===== src/rtl/alu_cdb_queue.sv =====
// Result queue between an ALU and its common-data-bus port: strict FIFO with a sticky drop flag.
// Optional empty-queue bypass enabled by defining ALU_CDB_QUEUE_BYPASS_EN.
module alu_cdb_queue #(
   parameter int DEPTH = 4,
   parameter int AW    = 2
) (
   input  logic          clk,
   input  logic          rst,
   input  logic          in_valid,
   input  logic [100:0]  in_data,
   output logic          in_ready,
   output logic          cdb_req,
   input  logic          cdb_granted,
   output logic [100:0]  cdb_dout,
   output logic [AW:0]   count,
   output logic          overflow
);

   localparam logic [AW:0] FULL_CNT = (AW + 1)'(DEPTH);

   logic [100:0]  r_mem [DEPTH];
   logic [AW-1:0] r_head;
   logic [AW-1:0] r_tail;
   logic [AW:0]   r_count;
   logic          r_overflow;

   logic w_full;
   logic w_empty;
   logic w_byp;
   logic w_byp_taken;
   logic w_push;
   logic w_pop;

   assign w_full  = (r_count == FULL_CNT);
   assign w_empty = (r_count == '0);

`ifdef ALU_CDB_QUEUE_BYPASS_EN
   assign w_byp = w_empty & in_valid;
`else
   assign w_byp = 1'b0;
`endif

   // A bypassed result granted in the same cycle goes straight to the bus and is never stored.
   assign w_byp_taken = w_byp & cdb_granted;
   assign w_push      = in_valid & ~w_full & ~w_byp_taken;
   assign w_pop       = ~w_empty & cdb_granted;

   assign in_ready = ~w_full;
   assign cdb_req  = ~w_empty | w_byp;
   assign count    = r_count;
   assign overflow = r_overflow;

   always_comb begin
      cdb_dout = '0;
      if (!w_empty) begin
         cdb_dout = r_mem[r_head];
      end else if (w_byp) begin
         cdb_dout = in_data;
      end
   end

   always_ff @(posedge clk) begin
      if (rst) begin
         r_head     <= '0;
         r_tail     <= '0;
         r_count    <= '0;
         r_overflow <= 1'b0;
      end else begin
         if (w_push) r_tail <= r_tail + 1'b1;
         if (w_pop)  r_head <= r_head + 1'b1;
         case ({w_push, w_pop})
            2'b10:   r_count <= r_count + 1'b1;
            2'b01:   r_count <= r_count - 1'b1;
            default: r_count <= r_count;
         endcase
         if (in_valid && w_full) r_overflow <= 1'b1;
      end
   end

   // Storage is left uninitialised by reset; occupancy alone decides what is valid.
   always_ff @(posedge clk) begin
      if (!rst && w_push) r_mem[r_tail] <= in_data;
   end

endmodule


===== config.mk =====
export PLATFORM = sky130hd
export DESIGN_NAME = alu_cdb_queue
export DESIGN_NICKNAME = d
export VERILOG_FILES = /design/src/rtl/alu_cdb_queue.sv
export SDC_FILE = /design/constraint.sdc
export NUM_CORES = 1
export LEC_CHECK = 0
export ABC_AREA = 1
export CAP_MARGIN = 20
export CORE_AREA = 8 8 175 177
export DETAILED_ROUTE_END_ITERATION = 6
export DIE_AREA = 0 0 183 185
export PLACE_DENSITY = 0.86
export SYNTH_ARGS = -nofsm -noshare
export SYNTH_HDL_FRONTEND = slang
export SYNTH_SLANG_ARGS = --single-unit

===== constraint.sdc =====
create_clock -name clk -period 10.47 [get_ports clk]
set_input_delay 1.5705 -clock clk [delete_from_list [all_inputs] [get_ports clk]]
set_output_delay 1.5705 -clock clk [all_outputs]
set_load 0.02 [all_outputs]

==> flow_metrics.env, run 1 <==
export IMPL_status="completed"
export IMPL_timing_hold_worst_endpoint="overflow"
export IMPL_tightest_slew_ns=0.918
export IMPL_io_buffer_count=211
export IMPL_drv_max_cap_violation_count=0
export IMPL_core_area_sq_um=28100
export IMPL_power_leakage_nw=6.67
export IMPL_dp_hpwl_mm=20.8
export IMPL_number_of_cells_produced_by_synthesis=1268
export IMPL_initial_core_util_pct=57.6
export IMPL_min_delay_start="overflow"
export IMPL_fin_nets=1572
export IMPL_maximum_number_of_pins_on_one_net_before_global_route_repair=118
export IMPL_worst_skew_pair_late_latency_ns=0.52
export IMPL_grt_antenna_before_repair=1
export IMPL_drive_gt1_share_pct=5.31
export IMPL_final_tns_setup_ns=0
export IMPL_remaining_overflow_grt=0
export IMPL_number_of_nets_with_antenna_violations_after_detailed_routing=0
export IMPL_worst_setup_path_start_kind="register"
export IMPL_arrival_ns=3.56
export IMPL_routed_via_density=5.62
export IMPL_min_period_over_period_pct=49.0
export IMPL_switchingPower_mw=1.72
export IMPL_required_ns=8.90
export IMPL_seq_area_frac_synth_pct=76.3
export IMPL_htreeDepth=2
export IMPL_r2r_start="count[1]"
export IMPL_core_rowCount=62
export IMPL_floorplan_die_height_um=185
export IMPL_multi_input_area_sq_um=3330
export IMPL_cts_tree="built"
export IMPL_endpoint_type_of_the_worst_setup_path="output pin"
export IMPL_track_usage_pct=21.4
export IMPL_clock_power_share_pct=27.9
export IMPL_detail_route_iter0_violations=1107
export IMPL_fillerInstances=1814
export IMPL_setup_repair_after_global_routing_missed_its_margin="false"
export IMPL_postSynthNetCount=1379
export IMPL_areaGrowthSynthToFinish_pct=22.8
export IMPL_power_density_nw_per_um2=261
export IMPL_cts_sinks=414
export IMPL_critPathKind="reg -> out"
export IMPL_cts_hold_buffers_added=0
export IMPL_synthesis_yosys_warnings=0
export IMPL_timing_hold_worst_path_depth=1
export IMPL_cts_path_max_buffers=3
export IMPL_routed_wirelength_mm=37.0
export IMPL_maxSlewViolCount=0
export IMPL_drt_pass1_iterations=5
export IMPL_seq_power_share_pct=37.9
export IMPL_synth_area_sq_um=16200
export IMPL_skew_ns=0.0115
export IMPL_vdd_drop_max_uv=209
export IMPL_combPwrFrac_pct=34.2
export IMPL_final_design_area_no_fill_sq_um=19900
export IMPL_final_min_clock_period_ns=5.13
export IMPL_cts_resized=0
export IMPL_horiz_die_dim_um=183
export IMPL_reg2regPathDepth=6
export IMPL_reg2reg_setup_slack_ns=7.39
export IMPL_numCtsBuffers=42
export IMPL_synth_avg_cell_area_sq_um=12.7
export IMPL_hold_violations=0
export IMPL_wire_length_of_the_first_global_routing_pass_mm=57.2
export IMPL_path_clk_slew_ns=0.06
export IMPL_drc=0
export IMPL_post_cts_setup_buffers=0
export IMPL_headroom_to_the_max_slew_limit_pct=38.8
export IMPL_floorplan_die_area_sq_um=33900
export IMPL_place_area_sq_um=18400
export IMPL_internal_pwr_total_mw=3.47
export IMPL_gp_congestion=0.737
export IMPL_first_global_vias=10600
export IMPL_ios=212
export IMPL_report_power_total_mw=5.19
export IMPL_netSwitchingFraction_pct=33.1
export IMPL_ys_seq_elements=414
export IMPL_fmaxAchievable_mhz=195
export IMPL_r2r_end="r_mem[3][28]"
export IMPL_yosys_cell_types_count=21
export IMPL_top_fanout_value_on_the_critical_path=51
export IMPL_wl_per_cell_um=19.8
export IMPL_cp_startpoint="count[1]"
export IMPL_setup_violations=0
export IMPL_clockRootBuffer="sky130_fd_sc_hd__clkbuf_16"
export IMPL_hold_path_class="reg -> reg"
export IMPL_worst_hold_slack_ns=0.477
export IMPL_seq_area_sq_um=12300
export IMPL_number_of_vias_in_the_routed_layout=10500
==> placed cells by master (no fill, tap or decap), drive strengths merged <==
cell type | netlist | final
a21oi | 105 | 105
buf | 54 | 16
bufinv | 0 | 5
clkbuf | 24 | 56
clkdlybuf4s50 | 0 | 211
clkinv | 0 | 10
dfxtp | 10 | 10
diode | 0 | 1
edfxtp | 404 | 404
fa | 1 | 1
ha | 5 | 5
inv | 21 | 21
nand2 | 15 | 15
nand3 | 4 | 4
nand3b | 1 | 1
nor2 | 419 | 419
o21a | 1 | 1
o21ai | 204 | 204
==> sequential cells by signal (all words and copies together) (netlist names), named ones only <==
signal / cells
r_mem: 404
r_head: 2
count: 3
r_tail: 2
overflow: 1
==> metrics by stage <==
stage	worst slack [ns]	utilization (%)	std cells
detailed placement	5.25	65.7	1798
CTS	4.68	70.4	1869
finish	5.34	70.7	1873
global route	5.18	70.7	1873
global placement	5.41	65.7	1798
floorplan	3.73	-	1268
==> layer usage <==
| metal | vias up | share of wire, % | global-route usage, % |
|---|---|---|---|
| met1 | 5124 | 40 | 28.2 |
| met4 | 0 | 2.6 | 7.22 |
| li1 | 4861 | - | - |
| met2 | 473 | 50 | 35.8 |
| met3 | 72 | 7.8 | 3.88 |
| met5 | - | 0 | 0 |
==> cell families (layout without fill, tap and decap cells) <==
family	after synthesis	after routing	share of synthesized area [%]
adders and majority gates	6	6	0.511
DFF	414	414	76.3
other	0	1	0
buffers and inverters	99	319	3.31
AOI/OAI and AO/OA	310	310	9.62
and+or+nand+nor	439	439	10.3
==> critical path, stage by stage (launching register included) <==
cell and delay [ns]:
sky130_fd_sc_hd__dfxtp_1 0.38, sky130_fd_sc_hd__nor2_1 0.10, sky130_fd_sc_hd__nand2_2 0.13, sky130_fd_sc_hd__clkinv_2 0.64
sky130_fd_sc_hd__buf_4 0.62, sky130_fd_sc_hd__a21oi_1 0.36, sky130_fd_sc_hd__clkdlybuf4s50_1 0.68
==> how the worst max path moves through the flow <==
stage,to,slack (ns),cells past startpoint
5_1_grt,cdb_dout[1],5.18,6
2_1_floorplan,r_mem[0][0],3.73,4
4_1_cts,cdb_dout[100],4.68,5
3_3_place_gp,cdb_dout[77],5.41,5
3_5_place_dp,cdb_dout[100],5.25,5
6_report,cdb_dout[3],5.34,6
==> Yosys cell counts <==
cell | n | share of area, %
sky130_fd_sc_hd__clkbuf_1 | 13 | 0.30
sky130_fd_sc_hd__clkbuf_2 | 11 | 0.34
sky130_fd_sc_hd__dfxtp_1 | 10 | 1.2
sky130_fd_sc_hd__nor2_1 | 419 | 9.7
sky130_fd_sc_hd__nand3b_1 | 1 | 0.046
sky130_fd_sc_hd__buf_1 | 3 | 0.070
sky130_fd_sc_hd__nand2_1 | 14 | 0.33
sky130_fd_sc_hd__inv_1 | 20 | 0.46
sky130_fd_sc_hd__o21ai_1 | 129 | 4.0
sky130_fd_sc_hd__o21a_1 | 1 | 0.046
sky130_fd_sc_hd__a21oi_1 | 105 | 3.3
sky130_fd_sc_hd__fa_1 | 1 | 0.12
sky130_fd_sc_hd__inv_2 | 1 | 0.023
sky130_fd_sc_hd__buf_4 | 29 | 1.3
sky130_fd_sc_hd__buf_6 | 2 | 0.14
sky130_fd_sc_hd__o21ai_0 | 75 | 2.3
sky130_fd_sc_hd__buf_2 | 20 | 0.62
sky130_fd_sc_hd__nand2_2 | 1 | 0.039
sky130_fd_sc_hd__edfxtp_1 | 404 | 75
sky130_fd_sc_hd__nand3_1 | 4 | 0.12
sky130_fd_sc_hd__ha_1 | 5 | 0.39
==> cell type report <==
type / instances / area share (%)
Tap cell: 384 / 2.42
Timing Repair Buffer: 227 / 11.5
Multi-Input combinational cell: 755 / 16.8
Antenna cell: 1 / 0.0126
Clock buffer: 56 / 5.67
Clock inverter: 15 / 1.01
Sequential cell: 414 / 62.2
Inverter: 21 / 0.441
==> power by group through the flow <==
stage | clock [mW] | sequential, mW | combinational (mW)
4_1_cts | 1.47 | 1.99 | 1.74
6_report | 1.45 | 1.96 | 1.77
5_1_grt | 1.53 | 1.97 | 1.90
3_3_place_gp | 0 | 2.02 | 1.69
3_5_place_dp | 0 | 2.02 | 1.72
2_1_floorplan | 0 | 1.99 | 1.03
(Power assumes the default switching activity.)
==> run 2: changes to the inputs <==
CORE_AREA = 8 8 189 191   (was 8 8 175 177)
DIE_AREA = 0 0 197 199   (was 0 0 183 185)
PLACE_DENSITY = 0.78   (was 0.86)
clock period = 4.29 ns   (was 10.47 ns; I/O delays follow)
==> run 2 against run 1 <==
Against the previous run:
- clock power grew 130%
- critical path type unchanged
- non-clock buffer count grew 1
- sequential share of layout area shrank 0.17 points
- via count shrank 3.0%
- combinational power grew 150%
- register-to-register slack lost 5.4 ns
- global-route usage shrank 3.1 points
- sequential power grew 140%
- power grew 140%
- final area grew 0.27%
==> flow_metrics.env, run 2 (synthesis gave the netlist of run 1 again) <==
export IMPL_status="completed"
export IMPL_number_of_nets_with_antenna_violations_after_detailed_routing=0
export IMPL_r2r_start="count[1]"
export IMPL_critPathKind="reg -> out"
export IMPL_numCtsBuffers=42
export IMPL_stdcell_count=1941
export IMPL_skew_ns=0.0181
export IMPL_wire_length_of_the_first_global_routing_pass_mm=56.7
export IMPL_required_ns=3.65
export IMPL_mostFrequentLayoutCells="sky130_fd_sc_hd__nor2_1, sky130_fd_sc_hd__edfxtp_1, sky130_fd_sc_hd__clkdlybuf4s50_1, sky130_fd_sc_hd__o21ai_1, sky130_fd_sc_hd__a21oi_1"
export IMPL_crit_cells=7
export IMPL_final_tns_setup_ns=0
export IMPL_routed_via_density=5.26
export IMPL_arrival_ns=3.20
export IMPL_top_fanout_value_on_the_critical_path=58
export IMPL_stage_delay_of_the_slowest_cell_on_the_critical_path_ns=0.62
export IMPL_min_period_over_period_pct=89.7
export IMPL_initial_core_util_pct=49.2
export IMPL_clockRootBuffer="sky130_fd_sc_hd__clkbuf_16"
export IMPL_post_cts_setup_buffers=0
export IMPL_cell_count_after_placement=1866
export IMPL_worst_skew_pair_late_latency_ns=0.53
export IMPL_core_area_sq_um=32900
export IMPL_horiz_die_dim_um=197
export IMPL_cts_resized=0
export IMPL_first_global_vias=10300
export IMPL_setup_violations=0
export IMPL_io_buffer_count=211
export IMPL_min_delay_start="overflow"
export IMPL_reg2regPathDepth=5
export IMPL_dp_hpwl_mm=20.7
export IMPL_maxSlewViolCount=0
export IMPL_cpMaxStageDelayCell="sky130_fd_sc_hd__buf_4"
export IMPL_hold_violations=0
export IMPL_routed_wirelength_mm=36.8
export IMPL_setup_repair_after_global_routing_missed_its_margin="false"
export IMPL_worst_setup_path_start_kind="register"
export IMPL_final_min_clock_period_ns=3.85
export IMPL_cts_hold_buffers_added=0
export IMPL_drt_pass1_iterations=5
export IMPL_drc=0
export IMPL_largest_register_ff_count=404
export IMPL_wl_per_cell_um=18.9
export IMPL_drv_max_cap_violation_count=0
export IMPL_areaGrowthSynthToFinish_pct=23.2
export IMPL_gp_congestion=0.763
export IMPL_power_leakage_nw=6.64
export IMPL_floorplan_die_height_um=199
export IMPL_place_area_sq_um=18700
export IMPL_cts_tree="built"
export IMPL_cts_path_max_buffers=3
export IMPL_max_flop_register="r_mem"
export IMPL_cts_sinks=414
export IMPL_floorplan_die_area_sq_um=39200
export IMPL_tightest_slew_ns=1.14
export IMPL_track_usage_pct=18.3
export IMPL_crit_chain="nor2_1 > nand2_2 > clkinv_2 > buf_4 > buf_4 > a21oi_1 > clkdlybuf4s50_1"
export IMPL_critPathTopFamily="buffers and inverters"
export IMPL_core_rowCount=67
export IMPL_cpMostUsedCell="sky130_fd_sc_hd__buf_4"
export IMPL_remaining_overflow_grt=0
export IMPL_htreeDepth=2
export IMPL_power_density_nw_per_um2=623
export IMPL_grt_antenna_before_repair=3
export IMPL_r2r_end="r_mem[3][54]"
export IMPL_ios=212
export IMPL_detail_route_iter0_violations=800
export IMPL_fmaxAchievable_mhz=260
export IMPL_path_clk_slew_ns=0.06
export IMPL_crit_buf_inv=4
export IMPL_number_of_vias_in_the_routed_layout=10200
export IMPL_final_design_area_no_fill_sq_um=19900
export IMPL_vdd_drop_max_uv=572
export IMPL_reg2reg_setup_slack_ns=1.94
export IMPL_timing_hold_worst_path_depth=1
export IMPL_endpoint_type_of_the_worst_setup_path="output pin"
export IMPL_hold_path_class="reg -> reg"
export IMPL_fin_nets=1573
export IMPL_headroom_to_the_max_slew_limit_pct=24.1
export IMPL_timing_hold_worst_endpoint="overflow"
export IMPL_drive_gt1_share_pct=5.76
export IMPL_maximum_number_of_pins_on_one_net_before_global_route_repair=203
export IMPL_layout_commonest_cell="sky130_fd_sc_hd__nor2_1"
[run 2: changes by cell type in the layout (fill, tap and decap cells not counted), sizes merged]
cell      change
clkinv        +7
clkbuf        -6
inv           +2
bufinv        -4
clkinvlp      +4
buf           +1
[run 2: how the worst max path moves through the flow]
stage	start	endpoint	slack, ns
after floorplan	in_valid	r_mem[0][0]	-1.52
after global placement	count[1]	cdb_dout[16]	1.06
after detailed placement	count[1]	cdb_dout[11]	1.02
after CTS	count[1]	cdb_dout[11]	0.44
after global routing	count[1]	cdb_dout[11]	0.28
final	count[1]	cdb_dout[11]	0.44
[run 2: routing by layer]
layer	track usage (%)	share of wire [%]	vias to the layer above
li1	-	-	4869
met1	23.4	42	4951
met2	30.5	49	322
met3	4.89	7.2	66
met4	5.18	2.1	6
met5	0	0.092	-
[run 2: area by class of cell]
cell class / count / area, sq um
fillers: 2525 / 13000
clock inverters: 24 / 171
flip-flops and latches: 414 / 12300
inverters: 21 / 87.6
clock buffers: 50 / 1080
well taps: 448 / 561
diodes: 1 / 2.50
repair buffers: 228 / 2340
multi-input cells: 755 / 3330
[run 2: per-stage QoR]
step	util [%]	total power, mW	hold slack (ns)	setup WS [ns]
detailed placement	56.8	9.16	0.454	1.02
finish	60.6	12.4	0.466	0.443
global route	60.6	13.0	0.488	0.278
global placement	56.8	9.10	0.450	1.06
floorplan	-	7.35	0.459	-1.52
CTS	60.6	12.5	0.475	0.436
[run 2: power breakdown]
part	internal (mW)	leakage [nW]	switching [mW]
Clock	1.87	0.606	1.46
Combinational	1.66	2.28	2.67
Sequential	4.67	3.75	0.0653
==> run 3: changes to the inputs <==
CAP_MARGIN = 30   (was 20)
CORE_AREA = 2 2 183 185   (was 8 8 189 191)
DIE_AREA = 0 0 185 187   (was 0 0 197 199)
==> run 3 against run 2 <==
Against the previous run:
- first-iteration DRC count grew 37%
- register-to-register slack improved by 0.17 ns
- maximum frequency down 0.41%
- critical path depth shrank 1
- sequential power is 1% higher
- critical path type unchanged
- largest cell class unchanged
- largest power group unchanged
==> flow_metrics.env, run 3 (synthesis gave the netlist of run 1 again) <==
export IMPL_r2r_start="count[1]"
export IMPL_arrival_ns=3.22
export IMPL_drv_max_cap_violation_count=0
export IMPL_cts_hold_buffers_added=0
export IMPL_final_min_clock_period_ns=3.86
export IMPL_tightest_slew_ns=0.829
export IMPL_placement_setup_worst_slack_ns=1.01
export IMPL_endpoint_type_of_the_worst_setup_path="output pin"
export IMPL_stage_delay_of_the_slowest_cell_on_the_critical_path_ns=0.71
export IMPL_cts_sinks=414
export IMPL_core_rowCount=67
export IMPL_maxSlewViolCount=0
export IMPL_hold_violations=0
export IMPL_cts_tree="built"
export IMPL_cpMaxStageDelayCell="sky130_fd_sc_hd__dfxtp_4"
export IMPL_r2r_end="r_mem[1][53]"
export IMPL_largest_register_ff_count=404
export IMPL_number_of_nets_with_antenna_violations_after_detailed_routing=0
export IMPL_maximum_number_of_pins_on_one_net_before_global_route_repair=158
export IMPL_areaGrowthSynthToFinish_pct=23.8
export IMPL_grtUsageMet3_pct=3.56
export IMPL_wire_length_of_the_first_global_routing_pass_mm=55.9
export IMPL_critPathKind="reg -> out"
export IMPL_fmaxAchievable_mhz=259
export IMPL_required_ns=3.65
export IMPL_remaining_overflow_grt=0
export IMPL_core_area_sq_um=32900
export IMPL_reg2reg_setup_slack_ns=2.11
export IMPL_fin_nets=1573
export IMPL_first_global_vias=10700
export IMPL_ios=212
export IMPL_drt_pass1_iterations=6
export IMPL_grt_busiest_layer="met2"
export IMPL_grt_met1_usage_pct=28.1
export IMPL_mostFrequentLayoutCells="sky130_fd_sc_hd__nor2_1, sky130_fd_sc_hd__edfxtp_1, sky130_fd_sc_hd__clkdlybuf4s50_1, sky130_fd_sc_hd__o21ai_1, sky130_fd_sc_hd__a21oi_1"
export IMPL_numCtsBuffers=42
export IMPL_gp_congestion=0.727
export IMPL_drive_gt1_share_pct=5.62
export IMPL_worst_setup_path_start_kind="register"
export IMPL_setup_repair_after_global_routing_missed_its_margin="false"
export IMPL_top_fanout_value_on_the_critical_path=157
export IMPL_min_period_over_period_pct=90.0
export IMPL_final_tns_setup_ns=0
export IMPL_cell_count_after_placement=1866
export IMPL_horiz_die_dim_um=185
export IMPL_wl_per_cell_um=18.6
export IMPL_headroom_to_the_max_slew_limit_pct=44.7
export IMPL_clockRootBuffer="sky130_fd_sc_hd__clkbuf_16"
export IMPL_grtUsageMet2_pct=34.0
export IMPL_reg2regPathDepth=5
export IMPL_layout_commonest_cell="sky130_fd_sc_hd__nor2_1"
export IMPL_cts_path_max_buffers=3
export IMPL_max_flop_register="r_mem"
export IMPL_track_usage_pct=20.7
export IMPL_dp_hpwl_mm=19.9
export IMPL_report_power_total_mw=12.7
export IMPL_routed_wirelength_mm=36.2
export IMPL_number_of_vias_in_the_routed_layout=10500
export IMPL_cpMostUsedCell="sky130_fd_sc_hd__nor2_1"
export IMPL_cts_resized=0
export IMPL_grt_antenna_before_repair=2
export IMPL_power_density_nw_per_um2=634
export IMPL_htreeDepth=2
export IMPL_setup_violations=0
export IMPL_status="completed"
export IMPL_timing_hold_worst_path_depth=1
export IMPL_power_leakage_nw=6.69
export IMPL_crit_end="cdb_dout[66]"
export IMPL_final_core_utilization_pct=60.9
export IMPL_skew_ns=0.0129
export IMPL_hold_path_class="reg -> reg"
export IMPL_path_clk_slew_ns=0.06
export IMPL_worst_skew_pair_late_latency_ns=0.52
export IMPL_stdcell_count=1945
export IMPL_initial_core_util_pct=49.2
export IMPL_vdd_drop_max_uv=619
export IMPL_finalWorstSetupSlack_ns=0.427
export IMPL_floorplan_die_height_um=187
export IMPL_crit_chain="buf_12 > nor2_1 > nor2_1 > o21ai_0 > a21oi_1 > clkdlybuf4s50_1"
export IMPL_drc=0
export IMPL_floorplan_die_area_sq_um=34600
export IMPL_post_cts_setup_buffers=0
export IMPL_detail_route_iter0_violations=1097
export IMPL_io_buffer_count=211
export IMPL_routed_via_density=5.38
[run 3: cell types whose count changed in the layout (fill, tap and decap cells not counted), moves of 2 or more]
cell,change
sky130_fd_sc_hd__clkinv_2,-4
sky130_fd_sc_hd__clkbuf_1,+3
sky130_fd_sc_hd__clkbuf_16,+3
sky130_fd_sc_hd__clkbuf_8,+3
sky130_fd_sc_hd__bufinv_16,+2
sky130_fd_sc_hd__clkinv_1,+2
sky130_fd_sc_hd__clkinvlp_4,-2
sky130_fd_sc_hd__inv_6,-2
[run 3: layer usage]
layer / up-vias / wire, um
met5: - / 0
met4: 0 / 911
met3: 67 / 2560
met2: 420 / 17500
met1: 5092 / 15200
li1: 4877 / -
[run 3: where the power goes]
group | total, mW | internal [mW] | switching [mW]
logic | 4.35 | 1.68 | 2.67
clock network | 3.56 | 2.14 | 1.42
registers | 4.78 | 4.67 | 0.106
[run 3: final cells by class]
type                            instances  area, sq um
Antenna cell                            2         5.00
Clock buffer                           59         1210
Sequential cell                       414        12300
Multi-Input combinational cell        755         3330
Timing Repair Buffer                  228         2330
Fill cell                            2526        12800
Clock inverter                         18          159
Inverter                               21         87.6
Tap cell                              448          561
[run 3: critical path, delay by kind of cell (launching register included)]
kind | cells | cell delay (ns)
flops | 1 | 0.71
compound gates | 2 | 0.33
simple gates | 2 | 0.24
buf+inv | 2 | 1.19
[run 3: worst min-delay path by stage]
| stage | startpoint | endpoint |
|---|---|---|
| 2_1_floorplan | r_head[1] | register |
| 3_3_place_gp | overflow | overflow |
| 3_5_place_dp | overflow | overflow |
| 4_1_cts | overflow | overflow |
| 5_1_grt | overflow | overflow |
| 6_report | overflow | overflow |
[run 3: per-stage QoR]
stage               instance area (sq um)  hold WS (ns)
global route                        20000         0.509
CTS                                 20000         0.481
floorplan                           16200         0.459
global placement                    18600         0.454
detailed placement                  18600         0.457
finish                              20000         0.477
